===== src/rtl/toggle_period_mon_multi.sv =====
// Multi-channel toggle period monitor: per-channel period, min/max, stale and overrun, round-robin result stream.
// Optional smoothed average enabled by defining TOGGLE_PERIOD_MON_AVG_EN.
module toggle_period_mon_multi #(
  parameter int unsigned N_CH        = 4,
  parameter int unsigned CNT_W       = 24,
  parameter int unsigned SYNC_STAGES = 3,
  parameter int unsigned TIMEOUT     = 2000000,
  parameter int unsigned AVG_LOG2    = 3,
  localparam int unsigned CH_W       = (N_CH > 1) ? $clog2(N_CH) : 1
) (
  input  logic              pix_clk,
  input  logic              pix_rst,
  input  logic [N_CH-1:0]   tog_in,
  input  logic              clr_minmax,
  output logic [N_CH-1:0]   stale,
  output logic              out_valid,
  input  logic              out_ready,
  output logic [CH_W-1:0]   out_ch,
  output logic [CNT_W-1:0]  out_period,
  output logic [CNT_W-1:0]  out_min,
  output logic [CNT_W-1:0]  out_max,
  output logic              out_ovr,
  output logic [CNT_W-1:0]  out_avg
);

  localparam logic [CNT_W-1:0] TO = CNT_W'(TIMEOUT);

  if (N_CH < 1 || N_CH > 16) begin : g_bad_nch
    $error("N_CH must be 1..16");
  end
  if (SYNC_STAGES < 2) begin : g_bad_sync
    $error("SYNC_STAGES must be >= 2");
  end
  if (AVG_LOG2 < 1 || AVG_LOG2 > 8) begin : g_bad_avg
    $error("AVG_LOG2 must be 1..8");
  end

  logic [SYNC_STAGES-1:0] r_sync [N_CH];
  logic [CNT_W-1:0]       r_cnt  [N_CH];
  logic [CNT_W-1:0]       r_min  [N_CH];
  logic [CNT_W-1:0]       r_max  [N_CH];
  logic [CNT_W-1:0]       r_hp   [N_CH];
  logic [CNT_W-1:0]       r_hmin [N_CH];
  logic [CNT_W-1:0]       r_hmax [N_CH];
  logic [N_CH-1:0]        r_armed, r_stale, r_pend, r_ovr;

  logic [N_CH-1:0]        w_edge, w_res, w_drain;
  logic [CNT_W-1:0]       w_nmin [N_CH];
  logic [CNT_W-1:0]       w_nmax [N_CH];

  logic                   r_valid, r_out_ovr;
  logic [CH_W-1:0]        r_out_ch, r_ptr;
  logic [CNT_W-1:0]       r_out_p, r_out_min, r_out_max;

  logic                   w_load, w_gnt_any, w_take;
  logic [CH_W-1:0]        w_gnt;

  always_comb begin
    for (int unsigned c = 0; c < N_CH; c++) begin
      w_edge[c] = r_sync[c][SYNC_STAGES-1] ^ r_sync[c][SYNC_STAGES-2];
      w_res[c]  = w_edge[c] & r_armed[c] & ~r_stale[c];
      w_nmin[c] = r_min[c];
      w_nmax[c] = r_max[c];
      // A coincident clear restarts the history from this result alone.
      if (clr_minmax) begin
        w_nmin[c] = w_res[c] ? r_cnt[c] : '1;
        w_nmax[c] = w_res[c] ? r_cnt[c] : '0;
      end else if (w_res[c]) begin
        w_nmin[c] = (r_cnt[c] < r_min[c]) ? r_cnt[c] : r_min[c];
        w_nmax[c] = (r_cnt[c] > r_max[c]) ? r_cnt[c] : r_max[c];
      end
    end
  end

  always_comb begin
    int unsigned idx;
    idx       = 0;
    w_gnt_any = 1'b0;
    w_gnt     = '0;
    for (int unsigned i = 0; i < N_CH; i++) begin
      idx = 32'(r_ptr) + i;
      if (idx >= N_CH) idx = idx - N_CH;
      if (!w_gnt_any && r_pend[CH_W'(idx)]) begin
        w_gnt_any = 1'b1;
        w_gnt     = CH_W'(idx);
      end
    end
    w_load  = ~r_valid | out_ready;
    w_take  = w_load & w_gnt_any;
    w_drain = '0;
    if (w_take) w_drain[w_gnt] = 1'b1;
  end

`ifdef TOGGLE_PERIOD_MON_AVG_EN
  logic [CNT_W-1:0]        r_avg  [N_CH];
  logic [CNT_W-1:0]        r_havg [N_CH];
  logic [CNT_W-1:0]        w_navg [N_CH];
  logic [N_CH-1:0]         r_avg_ok;
  logic [CNT_W-1:0]        r_out_avg;
  logic signed [CNT_W:0]   w_diff;

  always_comb begin
    w_diff = '0;
    for (int unsigned c = 0; c < N_CH; c++) begin
      w_diff    = $signed({1'b0, r_cnt[c]}) - $signed({1'b0, r_avg[c]});
      w_navg[c] = r_avg_ok[c]
                ? CNT_W'($signed({1'b0, r_avg[c]}) + (w_diff >>> AVG_LOG2))
                : r_cnt[c];
    end
  end

  always_ff @(posedge pix_clk) begin
    if (pix_rst) begin
      r_avg_ok  <= '0;
      r_out_avg <= '0;
      for (int unsigned c = 0; c < N_CH; c++) begin
        r_avg[c]  <= '0;
        r_havg[c] <= '0;
      end
    end else begin
      for (int unsigned c = 0; c < N_CH; c++) begin
        if (w_res[c]) begin
          r_avg[c]    <= w_navg[c];
          r_havg[c]   <= w_navg[c];
          r_avg_ok[c] <= 1'b1;
        end else if (!w_edge[c] && r_armed[c] && r_cnt[c] == TO - 1'b1) begin
          r_avg_ok[c] <= 1'b0;
        end
      end
      if (w_take) r_out_avg <= r_havg[w_gnt];
    end
  end

  assign out_avg = r_out_avg;
`else
  assign out_avg = '0;
`endif

  always_ff @(posedge pix_clk) begin
    if (pix_rst) begin
      r_armed   <= '0;
      r_stale   <= '0;
      r_pend    <= '0;
      r_ovr     <= '0;
      r_valid   <= 1'b0;
      r_out_ovr <= 1'b0;
      r_out_ch  <= '0;
      r_ptr     <= '0;
      r_out_p   <= '0;
      r_out_min <= '0;
      r_out_max <= '0;
      for (int unsigned c = 0; c < N_CH; c++) begin
        r_sync[c] <= '0;
        r_cnt[c]  <= '0;
        r_min[c]  <= '1;
        r_max[c]  <= '0;
        r_hp[c]   <= '0;
        r_hmin[c] <= '0;
        r_hmax[c] <= '0;
      end
    end else begin
      for (int unsigned c = 0; c < N_CH; c++) begin
        r_sync[c] <= {r_sync[c][SYNC_STAGES-2:0], tog_in[c]};
        if (w_edge[c])         r_cnt[c] <= CNT_W'(1);
        else if (r_cnt[c] < TO) r_cnt[c] <= r_cnt[c] + 1'b1;

        if (w_edge[c]) begin
          r_armed[c] <= 1'b1;
          r_stale[c] <= 1'b0;
        end else if (r_armed[c] && r_cnt[c] == TO - 1'b1) begin
          r_stale[c] <= 1'b1;
        end

        r_min[c] <= w_nmin[c];
        r_max[c] <= w_nmax[c];

        // A result landing on a holding register being drained replaces it without overrun.
        if (w_res[c]) begin
          r_hp[c]   <= r_cnt[c];
          r_hmin[c] <= w_nmin[c];
          r_hmax[c] <= w_nmax[c];
          r_pend[c] <= 1'b1;
          if (r_pend[c] && !w_drain[c]) r_ovr[c] <= 1'b1;
          else if (w_drain[c])          r_ovr[c] <= 1'b0;
        end else if (w_drain[c]) begin
          r_pend[c] <= 1'b0;
          r_ovr[c]  <= 1'b0;
        end
      end

      if (w_load) begin
        r_valid <= w_gnt_any;
        if (w_gnt_any) begin
          r_out_ch  <= w_gnt;
          r_out_p   <= r_hp[w_gnt];
          r_out_min <= r_hmin[w_gnt];
          r_out_max <= r_hmax[w_gnt];
          r_out_ovr <= r_ovr[w_gnt];
          r_ptr     <= (32'(w_gnt) >= N_CH - 1) ? '0 : w_gnt + 1'b1;
        end
      end
    end
  end

  assign stale      = r_stale;
  assign out_valid  = r_valid;
  assign out_ch     = r_out_ch;
  assign out_period = r_out_p;
  assign out_min    = r_out_min;
  assign out_max    = r_out_max;
  assign out_ovr    = r_out_ovr;

endmodule


===== config.mk =====
export PLATFORM = sky130hd
export DESIGN_NAME = toggle_period_mon_multi
export DESIGN_NICKNAME = d
export VERILOG_FILES = /design/src/rtl/toggle_period_mon_multi.sv
export SDC_FILE = /design/constraint.sdc
export NUM_CORES = 1
export LEC_CHECK = 0
export CORE_ASPECT_RATIO = 0.7
export CORE_UTILIZATION = 28
export DETAILED_ROUTE_END_ITERATION = 8
export GPL_TIMING_DRIVEN = 0
export PLACE_DENSITY = 0.46
export SYNTH_ARGS = -nofsm -noshare
export SYNTH_HDL_FRONTEND = slang
export SYNTH_SLANG_ARGS = --single-unit

===== constraint.sdc =====
create_clock -name pix_clk -period 7.2 [get_ports pix_clk]
set_clock_uncertainty 0.15 [all_clocks]
set_input_delay 1.44 -clock pix_clk [delete_from_list [all_inputs] [get_ports pix_clk]]
set_output_delay 1.44 -clock pix_clk [all_outputs]
set_load 0.02 [all_outputs]

# Yosys cells after proc, flatten, opt, wreduce, memory -nomap -nowiden
# Memory sizes are Yosys's and may differ from the RTL's. A register that Yosys moved wholly into a read port is not among the register bits.
# Cells that the tools add are included.
[classes] addsub=12 magnitude_cmp=23 n_eq_ne=4 muxes=153 bitwise=51 n_reduce_logical=28
[op_table] operator="24-bit 2-to-1 mux" count=60
[op_table] operator="24-bit by 1-bit adder with 24-bit output (second input constant)" count=4
[op_table] operator="24-bit by 21-bit == test with 1-bit output (second input constant)" count=4
[op_table] operator="24-bit greater-than comparator" count=4
[op_table] operator="24-bit by 21-bit less-than comparator with 1-bit output (second input constant)" count=4
[op_table] operator="24-bit less-than comparator" count=4
[op_table] operator="1-bit 2-to-1 mux" count=73
[op_table] operator="1-bit bitwise OR" count=33
[op_table] operator="2-bit 2-to-1 mux" count=9
[op_table] operator="2-bit by 3-bit less-than comparator with 1-bit output (second input constant)" count=5
[op_table] operator="1-bit logical AND" count=12
[op_table] operator="3-bit 2-to-1 mux" count=4
[op_table] operator="1-bit binary-select mux with 2-bit select" count=5
[op_table] operator="1-bit bitwise AND" count=9
[op_table] operator="3-bit >= comparator (second input constant)" count=3
[op_table] operator="2-bit nonzero test" count=4
[op_table] operator="2-bit OR reduction" count=4
[op_table] operator="2-bit by 1-bit subtractor with 2-bit output (second input constant)" count=4
[op_table] operator="1-bit logical NOT" count=7
[op_table] operator="2-bit by 2-bit adder with 3-bit output (second input constant)" count=2
[op_table] operator="1-bit NOT" count=5
[op_table] operator="4-bit 2-to-1 mux" count=1
[op_table] operator="1-bit XOR" count=4
[op_table] operator="2-bit by 1-bit adder with 3-bit output (second input constant)" count=1
[op_table] operator="other kinds (6)" count=6
[totals] regBits=22 mem_bits_rw=588 input_bits=8 out_inout_bits=104 word_cells=295 mem_count=7
[memory_table] name="r_cnt" words=4 word_bits=24 read_ports=4 rd_ports_with_merged_regs=0 wr=4 line="39" text="logic [CNT_W-1:0] r_cnt [N_CH];"
[memory_table] name="r_hmax" words=4 word_bits=24 read_ports=1 rd_ports_with_merged_regs=1 wr=4 line="44" text="logic [CNT_W-1:0] r_hmax [N_CH];"
[memory_table] name="r_hmin" words=4 word_bits=24 read_ports=1 rd_ports_with_merged_regs=1 wr=4 line="43" text="logic [CNT_W-1:0] r_hmin [N_CH];"
[memory_table] name="r_hp" words=4 word_bits=24 read_ports=1 rd_ports_with_merged_regs=1 wr=4 line="42" text="logic [CNT_W-1:0] r_hp [N_CH];"
[memory_table] name="r_max" words=4 word_bits=24 read_ports=4 rd_ports_with_merged_regs=0 wr=4 line="41" text="logic [CNT_W-1:0] r_max [N_CH];"
[memory_table] name="r_min" words=4 word_bits=24 read_ports=4 rd_ports_with_merged_regs=0 wr=4 line="40" text="logic [CNT_W-1:0] r_min [N_CH];"
[memory_table] name="1 more memories"

# Longest topological paths before layout
# Gate-level depths: netlist of run 1.
[depth] word_depth=23 depth_mapped=12 depth_no_buf=9

# Worst setup path before layout of run 1
# No wires, ideal clock.
[synth_timing] path_type="input port to flip-flop" startpoint="input port pix_rst" endpoint="memory r_hmax[3][0], enable pin" t_arrival_ns=3.581 slack_ns=3.037 stages=4 path_cell_list="clkbuf_1 -> inv_1 -> clkbuf_1 -> nand2_1"
[synth_lines] element="from (decl)" line="12" text="input logic pix_rst,"
[synth_lines] element="to (decl)" line="44"

==> results.yml, run 1 <==
run_status:
  outcome: "complete, no violations"
die:
  die-width_um: 412
  floorplan.die_area_um2: 119000
  io_pins: 112
  die_h_um: 289
  start_util_pct: 28.4
  core_area_um2: 116000
  placement_rows: 104
sta:
  setup_tns_ns: 0
  period_minus_slack_ns: 5.37
  fmaxAchievable_mhz: 186
  fin_crit_sh_pct: 74.6
  slew_violations: 0
  finalHoldViolations: 0
  grt_setup_unrepaired: "no"
  worst_pin_slew_ns: 1.39
  slew_headroom_pct: 7.19
  setup_viol: 0
setup_path:
  arrival_ns: 5.54
  cpPeakStageDelay_ns: 1.09
  cp-end-kind: "flip-flop"
  path_cells: "clkbuf_1 -> buf_2 -> clkbuf_1 -> clkbuf_1 -> nor4_1"
  cp.required_ns: 7.37
  startpoint_type: "input pin"
  cpMaxStageDelayCell: "clkbuf_1"
  path_max_fanout: 10
  worst-setup-path-type: "in -> reg"
  critPathMostFrequentCell: "clkbuf_1"
finish:
  drive_above_1_share_pct: 9.91
  area_delta_synth_final_pct: 16.3
  final_core_util_pct: 33.1
  final_nets: 3204
pwr:
  pwr_density_cell_nw_per_um2: 238
  p_int_uw: 6620
  leakage_uw: 0.0147
  pwr-share-seq_pct: 48.9
  peakVddDrop_mv: 0.191
  power.switching_uw: 2480
  pwr-share-comb_pct: 10.0
  p_sw_share_pct: 27.3
  clockPowerShare_pct: 41.1
synthesis:
  yosysWarnings: 0
  ys.flop_type: "edfxtp_1"
  async_reset_ff_share_pct: 0
  synth_enable_flop_cells: 384
  synth_seq_area_share_pct: 53.1
  netlist-cell-type-count: 68
  synthesis.area_um2: 32900
  synth.avg_cell_area_um2: 11.8
  syn_inst: 2800
  ys_ff_latch: 682
clock_tree:
  cts_resized: 0
  post_cts_buffers: 0
  htree_levels: 3
  cts_tree: "built"
  path_clk_slew_ns: 0.06
  cts-root-buf: "clkbuf_16"
  cts_buffers: 72
  clk_path_buf_depth: 3
  cts_sinks: 682
  cts_hold_buffers: 0
  clk_latency_ns: 0.68
routing:
  wire_per_inst_um: 27.9
  drtAntennaViolNets: 0
  avgViaCountPerCell: 5.35
  wl_mm: 128
  drcViolationCount: 0
  drt_iter0_markers: 2716
  route.vias.total: 24591
  drt_pass1_iterations: 5
global_routing:
  grt-ovfl-total: 0
  grt_pass1_wl_mm: 179
  grt_max_degree: 56
  first_global_vias: 22715
  track_usage_pct: 21.4
  antenna_found_initial: 12
place:
  io_buffers: 85
  routabilityCongestion: 0.897
  dp_hpwl_mm: 99.3
flow_run:
  maxCapViolations: 0
hold_path:
  hp-class: "reg -> reg"
-- kinds of logic after synthesis --
group	count (synthesis)	share of synthesized area, %
compound gates	660	16.3
mux	99	5.78
xor+xnor	76	2.04
simple gates	607	9.07
fa+ha+maj	196	7.45
other cells	1	0.0114
buf+inv	479	6.17
flops	682	53.1
-- critical path: cells and delay by family --
family,cells,cell delay [ns]
AND/OR/NAND/NOR,1,0.35
buffers and inverters,4,3.69
-- power groups by stage --
stage / logic (µW) / registers (µW) / clock network, µW
2_1_floorplan: 527 / 4450 / 0
3_3_place_gp: 881 / 4540 / 0
3_5_place_dp: 898 / 4530 / 0
4_1_cts: 901 / 4450 / 3800
5_1_grt: 976 / 4460 / 3950
6_report: 908 / 4450 / 3740
-- layer usage --
metal | track usage (%) | wire (µm) | up-vias
met2 | 28.7 | 50100 | 1003
met1 | 34.1 | 64100 | 12585
met4 | 3.42 | 1960 | 2
met5 | 0 | 13 | -
li1 | - | - | 10896
met3 | 5.46 | 12100 | 105
-- final cells by class --
type / count / area (µm²)
antenna: 2 / 5.00
buffer: 247 / 1160
clock buffer: 105 / 2020
clock inverter: 28 / 251
fill: 11756 / 77500
inverter: 232 / 871
multi-input combinational: 1674 / 13600
sequential: 682 / 17500
tap: 1537 / 1920
timing repair buffer: 91 / 991
-- cell usage in the layout, fill, tap and decap left out, drive strengths merged, types with 7 or more instances in the layout --
master / count
edfxtp: 384
dfxtp: 298
clkbuf: 242
inv: 236
a22o: 217
ha: 196
nand2: 161
nor2: 135
buf: 116
a21oi: 97
clkdlybuf4s50: 85
and2: 75
mux4: 73
o32a: 72
o221a: 72
nand3: 63
nand4: 51
xor2: 49
o21ai: 38
o211ai: 37
conb: 36
o22ai: 29
xnor2: 27
mux2i: 26
nor3: 25
nor2b: 24
o22a: 24
and3: 19
clkinv: 19
nor4: 18
a21o: 17
nand2b: 17
and4: 11
a211oi: 7
-- synthesized netlist by cell type (all sizes together) (3+ instances only) --
cell type	number	share of area [%]
inv	232	2.6
o211ai	37	0.86
mux4	73	5.0
and2	75	1.4
mux2i	26	0.79
edfxtp	384	35
a31oi	5	0.095
buf	110	2.0
a41oi	4	0.11
o21a	4	0.091
nand2b	17	0.32
a211oi	7	0.16
nand3	63	0.96
o31a	5	0.13
nor2b	24	0.46
and4	11	0.29
nand3b	3	0.080
and3	19	0.36
o32a	72	2.2
nand4	51	0.97
a22oi	4	0.091
o221a	72	2.5
nor2	135	1.5
a21o	17	0.39
nor4	18	0.34
a22o	217	5.8
a21boi	4	0.091
nor3	25	0.38
or3	4	0.076
clkbuf	137	1.6
o22a	24	0.64
dfxtp	298	18
xor2	49	1.3
ha	196	7.4
a221o	3	0.091
a31o	4	0.11
o211a	3	0.091
o21ai	38	0.58
nand2	161	1.8
xnor2	27	0.72
a21oi	97	1.5
o22ai	29	0.55
-- stage by stage --
step	hold slack [ns]	setup slack, ns	instances	power (µW)	instance area (µm²)
detailed placement	0.282	1.20	4462	5430	36000
finish	0.302	1.83	4598	9100	38300
global placement	0.281	0.224	4457	5420	35800
CTS	0.306	1.91	4595	9150	38300
floorplan	0.264	3.04	2835	4980	33100
global route	0.318	1.98	4596	9390	38300
-- sequential cells by signal, indices dropped and copies added, names as in the netlist --
name        cells
r_min          96
r_sync         12
out_ovr         1
r_ptr           2
out_min        24
r_max          96
r_ovr           4
out_period     24
r_pend          4
r_cnt          96
out_valid       1
r_hp           96
out_max        24
out_ch          2
r_armed         4
stale           4
r_hmin         96
r_hmax         96
-- final timing paths --
check             slack [ns]                        from                     endpoint  cells past startpoint
setup / recovery        1.83                     pix_rst     r_hp[0][0]$_SDFFCE_PN0P_                      5
hold / removal          0.30     r_sync[1][0]$_SDFF_PP0_      r_sync[1][1]$_SDFF_PP0_                      1
setup reg to reg        3.21  r_cnt[0][23]$_SDFFCE_PN0P_  r_hmax[0][17]$_SDFFCE_PN0P_                      8
hold reg to reg         0.30     r_sync[1][0]$_SDFF_PP0_      r_sync[1][1]$_SDFF_PP0_                      1
Power figures use the tool's default switching activity.
==> run 2, diff against run 1 <==
Clock period 7.2 ns to 5 ns, I/O delays scaled along.
==> results of run 2 <==
Same layout as run 1 (identical final DEF). Status: complete, no violations.
Main changes from that run: setup slack after placement 1.20 ns -> -0.563 ns; setup slack after layout 1.83 ns -> 0.0678 ns; register-to-register setup slack 3.21 ns -> 1.01 ns; total power 9100 µW -> 13100 µW; worst IR drop on VDD 0.191 mV -> 0.276 mV
